--- src/rtl/pattern_seq_gen.sv ---
// Programmable pattern sequencer: replays a table of WIDTH-bit patterns with per-step hold,
// one-shot or looping playback. Optional bidirectional walk enabled by PATSEQ_PINGPONG_EN.
module pattern_seq_gen #(
   parameter int WIDTH     = 3,
   parameter int DEPTH     = 8,
   parameter int DIVW      = 8,
   parameter int RESET_PAT = 5,
   localparam int AW       = $clog2(DEPTH)
) (
   input  logic             clk,
   input  logic             rst,
   input  logic             cfg_we,
   input  logic [AW-1:0]    cfg_addr,
   input  logic [WIDTH-1:0] cfg_data,
   input  logic [AW-1:0]    len,
   input  logic [DIVW-1:0]  step_div,
   input  logic             loop,
   input  logic             pingpong,
   input  logic             start,
   input  logic             stop,
   output logic [WIDTH-1:0] pat_out,
   output logic             pat_valid,
   output logic             busy,
   output logic             done,
   output logic             dbg_state
);

   // Handshake: start is a level sampled only in IDLE (stop in the same cycle wins);
   // stop aborts RUN on the next edge; done is a single-cycle pulse after a one-shot completes.
   localparam logic [WIDTH-1:0] RST_PAT = WIDTH'(RESET_PAT);

   typedef enum logic {ST_IDLE = 1'b0, ST_RUN = 1'b1} state_t;

   state_t           state_q, state_d;
   logic [WIDTH-1:0] mem_q [DEPTH];
   logic [AW-1:0]    idx_q, idx_d, len_q, len_d, nxt_idx;
   logic [DIVW-1:0]  cnt_q, cnt_d, div_q, div_d;
   logic             loop_q, loop_d;
   logic [WIDTH-1:0] pat_q, pat_d;
   logic             done_q, done_d;
   logic             pass_end;

`ifdef PATSEQ_PINGPONG_EN
   logic pp_q, pp_d, dir_down_q, dir_down_d, nxt_dir_down;
`else
   logic pingpong_unused;
   assign pingpong_unused = pingpong;
`endif

   // Table: asynchronous read, so a write landing on the fetch edge still yields old data.
   always_ff @(posedge clk) begin
      if (cfg_we) mem_q[cfg_addr] <= cfg_data;
   end

   // Index stepper: where playback goes after the current entry's hold expires.
   always_comb begin
      pass_end = (idx_q == len_q);
      nxt_idx  = pass_end ? '0 : idx_q + 1'b1;
`ifdef PATSEQ_PINGPONG_EN
      nxt_dir_down = dir_down_q;
      if (pp_q && (len_q != '0)) begin
         if (!dir_down_q) begin
            pass_end = 1'b0;
            if (idx_q == len_q) begin
               nxt_idx      = idx_q - 1'b1;
               nxt_dir_down = 1'b1;
            end else begin
               nxt_idx = idx_q + 1'b1;
            end
         end else begin
            pass_end = (idx_q == '0);
            if (idx_q == '0) begin
               nxt_idx      = AW'(1);
               nxt_dir_down = 1'b0;
            end else begin
               nxt_idx = idx_q - 1'b1;
            end
         end
      end
`endif
   end

   // State register
   always_ff @(posedge clk or posedge rst) begin
      if (rst) begin
         state_q <= ST_IDLE;
         idx_q   <= '0;
         cnt_q   <= '0;
         len_q   <= '0;
         div_q   <= '0;
         loop_q  <= 1'b0;
         pat_q   <= RST_PAT;
         done_q  <= 1'b0;
`ifdef PATSEQ_PINGPONG_EN
         pp_q       <= 1'b0;
         dir_down_q <= 1'b0;
`endif
      end else begin
         state_q <= state_d;
         idx_q   <= idx_d;
         cnt_q   <= cnt_d;
         len_q   <= len_d;
         div_q   <= div_d;
         loop_q  <= loop_d;
         pat_q   <= pat_d;
         done_q  <= done_d;
`ifdef PATSEQ_PINGPONG_EN
         pp_q       <= pp_d;
         dir_down_q <= dir_down_d;
`endif
      end
   end

   // Next-state logic
   always_comb begin
      state_d = state_q;
      idx_d   = idx_q;
      cnt_d   = cnt_q;
      len_d   = len_q;
      div_d   = div_q;
      loop_d  = loop_q;
      pat_d   = pat_q;
      done_d  = 1'b0;
`ifdef PATSEQ_PINGPONG_EN
      pp_d       = pp_q;
      dir_down_d = dir_down_q;
`endif
      case (state_q)
         ST_IDLE: begin
            if (start && !stop) begin
               state_d = ST_RUN;
               idx_d   = '0;
               cnt_d   = '0;
               len_d   = len;
               div_d   = step_div;
               loop_d  = loop;
               pat_d   = mem_q[0];
`ifdef PATSEQ_PINGPONG_EN
               pp_d       = pingpong;
               dir_down_d = 1'b0;
`endif
            end
         end
         ST_RUN: begin
            if (stop) begin
               state_d = ST_IDLE;
               idx_d   = '0;
               cnt_d   = '0;
               pat_d   = RST_PAT;
            end else if (cnt_q != div_q) begin
               cnt_d = cnt_q + 1'b1;
            end else begin
               cnt_d = '0;
               if (pass_end && !loop_q) begin
                  state_d = ST_IDLE;
                  idx_d   = '0;
                  pat_d   = RST_PAT;
                  done_d  = 1'b1;
               end else begin
                  idx_d = nxt_idx;
                  pat_d = mem_q[nxt_idx];
`ifdef PATSEQ_PINGPONG_EN
                  dir_down_d = nxt_dir_down;
`endif
               end
            end
         end
         default: state_d = ST_IDLE;
      endcase
   end

   // Outputs
   always_comb begin
      pat_out   = pat_q;
      pat_valid = (state_q == ST_RUN);
      busy      = (state_q == ST_RUN);
      done      = done_q;
      dbg_state = state_q;
   end

endmodule
--- config.mk ---
export PLATFORM = sky130hd
export DESIGN_NAME = pattern_seq_gen
export DESIGN_NICKNAME = d
export VERILOG_FILES = /design/src/rtl/pattern_seq_gen.sv
export SDC_FILE = /design/constraint.sdc
export NUM_CORES = 1
export LEC_CHECK = 0
export CORE_MARGIN = 2
export CORE_UTILIZATION = 50
export DETAILED_ROUTE_END_ITERATION = 12
export PLACE_DENSITY = 0.73
export SLEW_MARGIN = 20
export SYNTH_ARGS = -nofsm -noshare
export SYNTH_HDL_FRONTEND = slang
export SYNTH_SLANG_ARGS = --single-unit
--- constraint.sdc ---
create_clock -name clk -period 5.7 [get_ports clk]
set_input_delay 0.57 -clock clk [delete_from_list [all_inputs] [get_ports clk]]
set_output_delay 0.57 -clock clk [all_outputs]
set_load 0.005 [all_outputs]
==> impl_metrics.py, run 1 <==
metrics = {
    "routing": {
        "vias": 1513,
        "initialDrtViolationCount": 90,
        "drcViolationCount": 0,
        "first_pass_iters": 4,
        "ant_nets": 0,
        "drt_wl_total_mm": 4.26,
        "wire_per_inst_um": 15.0,
        "viasPerCell": 5.33,
    },
    "flow_run": {
        "cap_viol_max_count": 0,
    },
    "die": {
        "die_h_um": 73.9,
        "rows": 25,
        "initial_utilization_pct": 51.8,
        "core-area_mm2": 0.00472,
        "io_pins": 31,
        "die_area_mm2": 0.00547,
        "die-width_um": 73.9,
    },
    "power": {
        "leakagePower_nw": 1.06,
        "sw_frac_of_total_pct": 24.3,
        "clkPwrFrac_pct": 30.3,
        "fin_total_pwr_uw": 838,
        "internal-power_uw": 634,
        "p_sw_uw": 204,
        "power_frac_seq_pct": 54.5,
        "ir_worst_vdd_v": 0.000162,
        "combPwrFrac_pct": 15.2,
        "p_per_area_mw_per_mm2": 291,
    },
    "worst_setup_path": {
        "worstSetupPathType": "primary input to flip-flop",
        "crit_path_max_fanout": 12,
        "arrival_ns": 2.57,
        "critical_path.top_delay_family": "compound AO/OA/AOI/OAI gates",
        "crit_chain": "clkdlybuf4s50_1 -> nand2b_1 -> a21oi_1 -> or2_1 -> mux2_2",
        "max_stage_delay_ns": 0.81,
        "end_kind": "flip-flop",
        "slowest_stage": "a21oi_1",
        "required_ns": 5.95,
        "start_kind": "primary input",
        "critPathBufInv": 1,
    },
    "synthesis": {
        "ys_types": 40,
        "ys_ff_latch": 52,
        "syn_area_per_cell_um2": 12.9,
        "synth-seq-area-share_pct": 58.2,
        "synth_area_leader_cell": "edfxtp_1",
        "synthArstFlopShare_pct": 53.8,
        "synth_flop_cell": "dfrtp_1",
        "synth_area_leaders": "edfxtp_1, dfrtp_1, mux2_2",
        "syn_inst": 190,
        "synth_fp_nets": 216,
        "synthesis.area_mm2": 0.00245,
        "synth-edff-count": 24,
        "synth_top_area_share_pct": 29.5,
        "ys_warn_count": 0,
    },
    "global_route": {
        "use_met1_pct": 21.0,
        "grt_start_max_net_pins": 29,
        "top_usage_layer": "met2",
        "antenna_found_initial": 0,
        "grt_pass1_vias": 1608,
        "grt_pass1_wl_mm": 7.31,
        "grtUsageMet2_pct": 31.3,
        "grtUsageTotal_pct": 18.1,
        "grt_overflow": 0,
        "grt_util_met3_pct": 5.28,
    },
    "clocking": {
        "cts-root-buf": "clkbuf_8",
        "clk_latency_ns": 0.31,
        "ctsHtreeMaxLevel": 2,
        "cts_buffers": 5,
        "cts_sinks": 52,
        "cts_buffer_depth": 2,
        "path_clk_slew_ns": 0.08,
        "post_cts_buffers": 0,
        "cts_resized": 0,
        "hold_buffers": 0,
        "cts_tree": "done",
    },
    "final_layout": {
        "fillers": 368,
        "final_nets": 242,
        "seq_area_mm2": 0.00142,
        "mostFrequentLayoutCell": "clkdlybuf4s50_1",
        "multiInputGateArea_um2": 952,
        "drive_gt1_share_pct": 16.1,
        "diodes": 0,
        "layout_common_cells": "clkdlybuf4s50_1, dfrtp_1, edfxtp_1",
        "area_growth_syn_to_layout_pct": 17.6,
    },
    "place": {
        "port-buffer-count": 29,
        "place_congestion": 0.820,
        "hpwl_mm": 3.13,
    },
    "sta": {
        "max_freq_ghz": 0.430,
        "finalClockSkew_ns": 0.00978,
        "min_period_ns": 2.32,
        "setup_tns_ns": 0,
        "period_share_pct": 40.8,
        "final_max_slew_viol_count": 0,
        "rsz0062_at_grt": "false",
        "setup_viol": 0,
        "slew-limit-headroom_pct": 27.6,
        "hold_viol_final": 0,
        "worstMarginPinSlew_ns": 1.08,
    },
    "hold_path": {
        "hp-class": "flip-flop to flip-flop",
    },
    "outcome": {
        "status": "completed",
    },
}
layout make-up:
class | instances | share of cell area [%]
clock buffers | 5 | 2.39
clock inverters | 3 | 1.61
inverters | 3 | 0.391
multi-input cells | 125 | 33.1
flip-flops and latches | 52 | 49.5
well taps | 67 | 2.91
repair buffers | 29 | 10.1
sequential cells by signal, indices dropped and copies added (netlist names):
| signal | cells |
|---|---|
| loop_q | 1 |
| mem_q | 24 |
| done | 1 |
| div_q | 8 |
| busy | 1 |
| cnt_q | 8 |
| len_q | 3 |
| pat_out | 3 |
| idx_q | 3 |
routing by layer:
metal / vias up / share of wire (%)
met5: - / 0
met4: 0 / 1.7
met3: 8 / 3.5
met2: 32 / 51
met1: 725 / 43
li1: 748 / -
cell usage after synthesis, types with 2 or more instances:
library cell,count
edfxtp_1,24
nand3_1,5
xnor2_1,4
xor2_1,10
xnor2_2,2
a21oi_1,7
dfstp_2,2
ha_1,2
o211ai_1,2
o21ai_0,4
buf_4,3
nor3_1,9
buf_2,2
nand2b_1,8
mux2_2,15
a22o_1,5
nor4_1,4
nand2_1,9
mux2i_1,3
mux4_2,3
clkbuf_1,4
nor2b_1,4
nor2_1,14
a2111oi_2,2
inv_1,3
dfrtp_1,26
worst paths after layout:
path | from | to | slack, ns | depth (start not counted)
max in group asynchronous | rst | pat_out[1] | 4.67 | 2
max | stop | idx_q[0] | 3.38 | 5
min in group asynchronous | rst | len_q[1] | 0.64 | 2
min reg2reg | len_q[2] | len_q[2] | 0.54 | 1
min | len_q[2] | len_q[2] | 0.54 | 1
max reg2reg | cnt_q[4] | idx_q[0] | 3.41 | 5
logic make-up (layout without fill, tap and decap cells):
logic type                 count (synthesis)  in the layout  share of synthesized area (%)
DFF                                       52             52                           58.2
xor gates and xnor gates                  16             16                           6.34
adders and majority gates                  2              2                           1.02
AOI/OAI and AO/OA                         27             27                           8.03
muxes                                     21             21                           10.9
buffers and inverters                     13             40                           2.86
and+or+nand+nor                           59             59                           12.6
stage by stage:
stage               instances  instance area [µm²]  setup WS (ns)  util (%)  hold slack, ns
global placement          276                 2760           3.11      58.5           0.516
global route              284                 2880           3.16      60.9           0.561
floorplan                 190                 2450           3.81         -           0.493
finish                    284                 2880           3.38      60.9           0.536
detailed placement        276                 2760           3.05      58.5           0.520
CTS                       284                 2880           3.37      60.9           0.541
power groups by stage:
stage          sequential, mW  clock (mW)  combinational, mW
2_1_floorplan           0.458           0             0.0861
3_3_place_gp            0.464           0              0.124
3_5_place_dp            0.465           0              0.129
4_1_cts                 0.457       0.263              0.129
5_1_grt                 0.462       0.276              0.143
6_report                0.457       0.254              0.127
Power figures use the tool's default switching activity.
==> run 2: changes to the inputs <==
- CORE_UTILIZATION: 50 -> 49
- PLACE_DENSITY: 0.73 -> 0.75
- clock period: 5.7 -> 2.05 ns (I/O delays scaled with it)
==> run 2 against run 1 <==
Worst setup slack lost 3.2 ns. Clock power grew 120%. Non-clock buffer count grew 8.
==> impl_metrics.py, run 2 (same netlist as run 1, synthesis figures left out) <==
metrics = {
    "flow_run": {
        "cap_viol_max_count": 0,
    },
    "sta": {
        "setup_viol": 0,
        "final_max_slew_viol_count": 0,
        "finalClockSkew_ns": 0.0102,
        "max_freq_ghz": 0.522,
        "setup_tns_ns": 0,
        "period_share_pct": 93.5,
        "min_period_ns": 1.92,
        "hold_viol_final": 0,
        "worst_slack_ns": 0.133,
        "slew-limit-headroom_pct": 62.5,
        "rsz0062_at_grt": "false",
        "worstMarginPinSlew_ns": 0.562,
    },
    "final_layout": {
        "finalInstanceArea_mm2": 0.00291,
        "largest_reg_flops": 24,
        "final_cells": 292,
        "diodes": 0,
        "drive_gt1_share_pct": 18.2,
        "mostFrequentLayoutCell": "clkdlybuf4s50_1",
        "regMostFlops": "mem_q",
        "top_regs": "mem_q x24, cnt_q x8, div_q x8",
        "area_growth_syn_to_layout_pct": 18.9,
        "layout_common_cells": "clkdlybuf4s50_1, dfrtp_1, edfxtp_1",
        "final_nets": 250,
    },
    "clocking": {
        "ctsHtreeMaxLevel": 2,
        "cts-root-buf": "clkbuf_8",
        "cts_resized": 0,
        "cts_buffers": 5,
        "cts_buffer_depth": 2,
        "cts_sinks": 52,
        "cts_tree": "done",
        "clk_latency_ns": 0.30,
        "hold_buffers": 0,
        "path_clk_slew_ns": 0.09,
        "post_cts_buffers": 0,
    },
    "worst_setup_path": {
        "arrival_ns": 2.11,
        "crit_path_max_fanout": 5,
        "worstSetupEndpoint": "idx_q[0]",
        "required_ns": 2.24,
        "crit-reg2reg-capture": "idx_q[0]",
        "ff2ff_setup_slack_ns": 0.13,
        "r2r-start": "cnt_q[6]",
        "end_kind": "flip-flop",
        "start_kind": "flip-flop",
        "reg2reg_depth": 5,
        "worstSetupPathType": "flip-flop to flip-flop",
        "cp-startpoint": "cnt_q[6]",
    },
    "routing": {
        "initialDrtViolationCount": 116,
        "drt_wl_total_mm": 4.29,
        "first_pass_iters": 4,
        "wire_per_inst_um": 14.7,
        "drcViolationCount": 0,
        "ant_nets": 0,
        "vias": 1559,
        "viasPerCell": 5.34,
    },
    "place": {
        "dp.cells": 284,
        "postPlaceCellArea_mm2": 0.00282,
        "hpwl_mm": 3.20,
        "port-buffer-count": 29,
        "place_congestion": 0.854,
        "place_ws_ns": 0.124,
    },
    "power": {
        "p_per_area_mw_per_mm2": 755,
        "leakagePower_nw": 1.09,
        "ir_worst_vdd_v": 0.000499,
    },
    "global_route": {
        "grt_pass1_wl_mm": 7.20,
        "grt_start_max_net_pins": 29,
        "grtUsageTotal_pct": 17.6,
        "antenna_found_initial": 0,
        "grt_pass1_vias": 1485,
        "grt_overflow": 0,
    },
    "hold_path": {
        "hp-class": "primary input to asynchronous set/reset pin",
    },
    "die": {
        "die-width_um": 74.7,
        "die_area_mm2": 0.00557,
        "rows": 25,
        "initial_utilization_pct": 51.4,
        "io_pins": 31,
        "die_h_um": 74.7,
        "core-area_mm2": 0.00475,
    },
    "outcome": {
        "status": "completed",
    },
}
==> run 2: critical path, stage by stage (launching register included) <==
cell     delay [ns]
dfrtp_1        0.43
xor2_1         0.17
nor4_1         0.47
a21oi_1        0.15
or2_1          0.30
mux2_2         0.29
==> run 2: worst min path at each step <==
| stage | startpoint | to |
|---|---|---|
| after detailed placement | div_q[3] | div_q[3] |
| after global placement | div_q[4] | div_q[4] |
| final | rst | div_q[7] |
| after CTS | rst | div_q[7] |
| after global routing | rst | len_q[2] |
| after floorplan | rst | busy |
==> run 2: routing by layer <==
metal / global-route usage (%) / wire length, µm
met3: 4.55 / 207
met1: 22.6 / 1920
met5: 0 / 0
met4: 6.55 / 68
met2: 29.2 / 2100
==> run 2: power breakdown <==
| part | internal [mW] | switching (mW) | leakage, nW |
|---|---|---|---|
| clock network | 0.237 | 0.319 | 0.0421 |
| registers | 1.19 | 0.0765 | 0.570 |
| logic | 0.212 | 0.156 | 0.474 |
==> run 2: stage by stage <==
| step | power, mW | hold WS [ns] | utilization [%] |
|---|---|---|---|
| 6_report | 2.19 | 0.251 | 61.2 |
| 5_1_grt | 2.32 | 0.288 | 61.2 |
| 4_1_cts | 2.22 | 0.257 | 61.2 |
| 3_5_place_dp | 1.67 | 0.519 | 59.3 |
| 3_3_place_gp | 1.66 | 0.515 | 59.3 |
| 2_1_floorplan | 1.51 | 0.269 | - |
==> run 2: area by class of cell <==
| type | count | area [µm²] |
|---|---|---|
| Clock buffer | 5 | 68.8 |
| Sequential cell | 52 | 1420 |
| Tap cell | 67 | 83.8 |
| Clock inverter | 3 | 17.5 |
| Timing Repair Buffer | 37 | 350 |
| Multi-Input combinational cell | 125 | 952 |
| Inverter | 3 | 11.3 |
| Fill cell | 394 | 1850 |
